## config.mk

```make
export PLATFORM = sky130hd
export DESIGN_NAME = pc_sequencer
export DESIGN_NICKNAME = d
export VERILOG_FILES = /design/src/rtl/pc_sequencer.sv
export SDC_FILE = /design/constraint.sdc
export NUM_CORES = 1
export LEC_CHECK = 0
export ABC_AREA = 1
export BUFFER_PORTS_ARGS = -buffer_cell sky130_fd_sc_hd__buf_4
export CAP_MARGIN = 20
export CORE_ASPECT_RATIO = 2
export CORE_MARGIN = 1
export CORE_UTILIZATION = 45
export DETAILED_ROUTE_END_ITERATION = 10
export PLACE_DENSITY = 0.76
export SYNTH_ARGS = -nofsm -noshare
export SYNTH_HDL_FRONTEND = slang
export SYNTH_SLANG_ARGS = --single-unit
export TNS_END_PERCENT = 20
```

## constraint.sdc

```tcl
create_clock -name clk -period 2.85 [get_ports clk]
set_input_delay 0.57 -clock clk [delete_from_list [all_inputs] [get_ports clk]]
set_output_delay 0.57 -clock clk [all_outputs]
set_load 0.02 [all_outputs]
```

## src/rtl/pc_sequencer.sv

```systemverilog
// ---------------------------------------------------------------------------
// pc_sequencer
//   Program-counter sequencer for the single-cycle MIPS core. It picks the
//   next fetch address from four sources, in priority order: jump-register,
//   jump, taken branch, then the sequential pc+4. It holds the PC while the
//   hazard unit stalls. It checks every selected target for word alignment and
//   for instruction-memory bounds. On a bad target it halts, and only rst_n
//   can bring it out of the halt.
//
// Ports
//   clk            rising-edge clock
//   rst_n          asynchronous active-low reset
//   stall          hold current PC this cycle
//   branch_taken   conditional branch resolved taken
//   branch_offset  sign-extended word offset
//   jump           J/JAL redirect
//   jump_target    instr[25:0] of the jump
//   jr             JR/JALR redirect
//   jr_addr        register value for JR
//   pc             current fetch address
//   pc_plus4       pc + 4, registered alongside pc
//   pc_valid       pc holds a fetchable address
//   halted         sequencer stopped on a fault
//   fault          00 none, 01 out of range, 10 misaligned
//   instr_count    cycles spent in RUN without a stall (wraps)
// ---------------------------------------------------------------------------
module pc_sequencer #(
   parameter logic [31:0] RESET_PC   = 32'h0000_0000,
   parameter int unsigned IMEM_BYTES = 32768
) (
   input  logic        clk,
   input  logic        rst_n,
   input  logic        stall,
   input  logic        branch_taken,
   input  logic [31:0] branch_offset,
   input  logic        jump,
   input  logic [25:0] jump_target,
   input  logic        jr,
   input  logic [31:0] jr_addr,
   output logic [31:0] pc,
   output logic [31:0] pc_plus4,
   output logic        pc_valid,
   output logic        halted,
   output logic [1:0]  fault,
   output logic [31:0] instr_count
);

   localparam logic [1:0] ST_BOOT = 2'b00;
   localparam logic [1:0] ST_RUN  = 2'b01;
   localparam logic [1:0] ST_HALT = 2'b10;

   localparam logic [31:0] IMEM_LIMIT = 32'(IMEM_BYTES);

   localparam logic [1:0] FAULT_NONE  = 2'b00;
   localparam logic [1:0] FAULT_RANGE = 2'b01;
   localparam logic [1:0] FAULT_ALIGN = 2'b10;

   logic [1:0]  state_r;
   logic [31:0] pc_r;
   logic [31:0] pc_plus4_r;
   logic        pc_valid_r;
   logic        halted_r;
   logic [1:0]  fault_r;
   logic [31:0] instr_count_r;

   logic [31:0] jump_tgt_s;
   logic [31:0] branch_tgt_s;
   logic [31:0] target_s;
   logic [1:0]  fault_s;

   // Next-PC selection and fault classification of the selected target.
   always_comb begin
      jump_tgt_s   = {pc_plus4_r[31:28], jump_target, 2'b00};
      branch_tgt_s = pc_plus4_r + (branch_offset << 2);
      target_s     = pc_plus4_r;
      fault_s      = FAULT_NONE;
      if (jr) begin
         target_s = jr_addr;
      end else if (jump) begin
         target_s = jump_tgt_s;
      end else if (branch_taken) begin
         target_s = branch_tgt_s;
      end else begin
         target_s = pc_plus4_r;
      end
      // Misalignment outranks range so a misaligned out-of-range target reports 10.
      if (target_s[1:0] != 2'b00) begin
         fault_s = FAULT_ALIGN;
      end else if (target_s >= IMEM_LIMIT) begin
         fault_s = FAULT_RANGE;
      end else begin
         fault_s = FAULT_NONE;
      end
   end

   // Sequencer FSM together with the PC, status and instruction-count registers.
   always_ff @(posedge clk or negedge rst_n) begin
      if (!rst_n) begin
         state_r       <= ST_BOOT;
         pc_r          <= RESET_PC;
         pc_plus4_r    <= RESET_PC + 32'd4;
         pc_valid_r    <= 1'b0;
         halted_r      <= 1'b0;
         fault_r       <= FAULT_NONE;
         instr_count_r <= 32'd0;
      end else begin
         case (state_r)
            ST_RUN: begin
               if (!stall) begin
                  // A faulting step is still a counted cycle.
                  instr_count_r <= instr_count_r + 32'd1;
                  if (fault_s != FAULT_NONE) begin
                     state_r    <= ST_HALT;
                     halted_r   <= 1'b1;
                     pc_valid_r <= 1'b0;
                     fault_r    <= fault_s;
                  end else begin
                     pc_r       <= target_s;
                     pc_plus4_r <= target_s + 32'd4;
                  end
               end else begin
                  pc_r <= pc_r;
               end
            end
            ST_HALT: begin
               state_r <= ST_HALT;
            end
            default: begin
               // BOOT, and any corrupted encoding, restarts cleanly into RUN.
               state_r       <= ST_RUN;
               pc_r          <= RESET_PC;
               pc_plus4_r    <= RESET_PC + 32'd4;
               pc_valid_r    <= 1'b1;
               halted_r      <= 1'b0;
               fault_r       <= FAULT_NONE;
            end
         endcase
      end
   end

   assign pc          = pc_r;
   assign pc_plus4    = pc_plus4_r;
   assign pc_valid    = pc_valid_r;
   assign halted      = halted_r;
   assign fault       = fault_r;
   assign instr_count = instr_count_r;

endmodule
```

==> flow_summary_export.csv <==
group,metric,value,unit
status,outcome,"finished, violations left",
status,violations,"setup timing",
yosys,yosys_warnings,0,
sta,finalHoldViolCount,0,
clocking,numCtsBuffers,9,
cells_and_area,area_growth,49.3,%
job,maxCapViolations,0,
yosys,synthArstFlopShare,100,%
sta,fin_tns_setup,-22520,ps
sta,drv_slew,0,
floorplanning,num_io_pins,196,
floorplanning,die_w,94.1,µm
sta,max_freq,308,MHz
floorplanning,core_area,16700,µm²
drt,vias,9077,
yosys,synth_ff_type,"dfrtp_1",
yosys,synth.top_cells.by_area,"dfrtp_1, nand2_1, inv_1",
grt,grt_usage,33.2,%
sta,skew,15.2,ps
yosys,synth_common_cells,"nand2_1, inv_1, dfrtp_1, nor2_1, a21oi_1",
worst_setup_path,startpoint_type,"flip-flop",
grt,grt_pass1_wl,43.9,mm
place,port-buffer-count,193,
clocking,cts_max_level,3,
power_and_ir_drop,cellPowerDensity,625,nW/µm²
yosys,syn-cell-area,7640,µm²
drt,detail_route.first_pass.iterations,5,
clocking,clock-sinks,100,
sta,grt_setup_unrepaired,"true",
worst_setup_path,arrival,3480,ps
yosys,synth.top_cell.area_share,32.4,%
sta,setup_violations,68,
floorplanning,die_h,186,µm
clocking,clkTransAtPathRegs,70,ps
yosys,ys_ff_latch,100,
clocking,clockBufferDepth,2,
drt,via_per_inst,5.20,
clocking,clk_latency,350,ps
drt,drt_iter0_markers,522,
place,place_congestion,1.02,
sta,postLayoutSetupSlackWorst,-394,ps
sta,finalCritPeriodShare,114,%
grt,grt_max_degree,47,
floorplanning,dieArea,17500,µm²
cells_and_area,drive_gt1_share,36.1,%
sta,worst_pin_slew,643,ps
floorplanning,start_util,45.8,%
sta,fin_crit,3240,ps
worst_setup_path,cp.required,3090,ps
sta,max_slew_margin,57.0,%
power_and_ir_drop,total_power,0.00712,W
place,dp.cells,1711,
clocking,cts_tree,"done",
yosys,synth-edff-count,0,
power_and_ir_drop,p_leak,6.76,nW
grt,grt_overflow,0,
yosys,synth.most_common_cell,"nand2_1",
cells_and_area,fin_util,68.3,%
floorplanning,rows,67,
yosys,synth_cells,1188,
yosys,synth.net_count,1318,
grt,grt_pass1_vias,9329,
yosys,synth_top_cell_by_area,"dfrtp_1",
place,hpwl,22.4,mm
worst_hold_path,min_path_type,"in2async",
sta,hold-worst-slack,181,ps
drt,ant_nets,0,
cells_and_area,finalNetCount,1662,
grt,antenna_found_initial,1,
worst_setup_path,cp-end-kind,"flip-flop",
worst_setup_path,crit_type,"reg2reg",
drt,drc,0,
clocking,clock-root-buffer,"clkbuf_16",
yosys,synth.distinct_cells,47,
power_and_ir_drop,peakVddDrop,438,µV
cells_and_area,fin_cells,1744,
yosys,avgSynthCellArea,6.43,µm²
worst_setup_path,worstPathMaxFanout,8,
drt,routed_wl,28.8,mm
clocking,hold_buffers,0,
drt,wl_per_cell,16.5,µm
yosys,seq_area_frac_synth,32.8,%
==> repair_timing <==
action | 4_1_cts | 5_1_grt
gates resized for setup | 55 | 70
cloned | 3 | 0
setup endpoints to repair | 68 | 71
pin swaps | 13 | 8
setup buffers | 13 | 2
==> power by group <==
part           internal, W  switching [W]  total [W]
registers          0.00162       0.000181    0.00180
logic              0.00178        0.00230    0.00408
clock network     0.000682       0.000560    0.00124
total              0.00408        0.00304    0.00712
==> path summary, 6_finish.rpt <==
check                                 start              end  slack [ps]  depth (start not counted)
worst min-delay path                  rst_n     pc_plus4[12]         180                          1
min in group clk                   fault[1]         fault[1]         480                          2
max in group asynchronous             rst_n  instr_count[29]        2000                          2
worst min register to register     fault[1]         fault[1]         480                          2
worst max register to register  pc_plus4[8]            pc[2]        -390                         21
worst max-delay path            pc_plus4[8]            pc[2]        -390                         21
==> cell families (layout without fill, tap and decap cells) <==
group | count (synthesis) | count (layout) | share of synthesized area, %
simple gates | 691 | 691 | 38.8
other cells | 0 | 1 | 0
fa+ha+maj | 34 | 34 | 5.67
xor+xnor | 33 | 33 | 3.78
flops | 100 | 100 | 32.8
compound gates | 102 | 102 | 7.34
buf+inv | 228 | 576 | 11.7
==> layer usage <==
metal  global-route usage (%)  up-vias  share of wire, %
met5                        0        -                 0
met3                     4.80      132               4.4
met1                     30.5     4207                33
li1                         -     4387                 -
met2                     63.6      351                54
met4                     25.0        0               7.9
==> metrics by stage <==
stage	cell area (µm²)	setup slack, ps
finish	11400	-394
global route	11400	-519
CTS	11100	-354
detailed placement	10500	-641
global placement	10500	-628
floorplan	7700	-116
==> cells in the final DEF, fill, tap and decap left out, types with 3 or more instances in the layout <==
cell type  netlist  routed
nand2_1        434     371
nor2_1          99      89
nand4_1         41      41
o22ai_1          3       3
nand3_1         69      60
nor2_2           7      10
buf_4            4     354
inv_2           40      43
nor2_4           0       7
ha_1            33      23
nand3_2          1       8
or2_2            8       8
ha_4             0       8
nand3b_1         4       4
a21oi_1         72      66
nand3_4          1       3
o21bai_1         4       3
nor3_1          11       9
a21o_1           3       3
xor2_1          22      22
a21oi_2          0       6
nand2_4          2      10
dfrtp_1         99      99
o21ai_0          9       8
buf_6            0       5
inv_1          153     150
nand2_2          2      57
xnor2_1         11      11
buf_12           0       5
buf_16           0       3
clkbuf_16        0       9
nor3_2           2       3
==> cell type report <==
| type | count | area (µm²) |
|---|---|---|
| antenna | 1 | 2.50 |
| inverter | 194 | 728 |
| timing repair buffer | 367 | 2900 |
| clock buffer | 10 | 229 |
| multi-input combinational | 860 | 4720 |
| tap | 207 | 259 |
| clock inverter | 5 | 61.3 |
| sequential | 100 | 2500 |
| fill | 1463 | 5280 |
==> critical path, stage by stage, from the launching register on <==
cell      delay, ps
dfrtp_1         400
ha_1            360
nand2_1         150
nor2_1          180
nand3_1         100
nand2_1         100
buf_4           140
nand2_1          80
nand2_2         110
nand3_1         120
nand3_1         130
nand3_1          90
a21boi_1        150
nand3_1         120
nor2_4          150
nand3_4          90
nand2_4         110
nand3_4         120
buf_6           190
buf_16          150
nand2_2          50
nand2_1          40
==> registers in the layout, indices dropped and copies added, names as in the netlist <==
register,count
instr_count,32
halted,1
state_r,2
pc_valid,1
pc,32
fault,2
pc_plus4,30
Power figures use the tool's default switching activity.
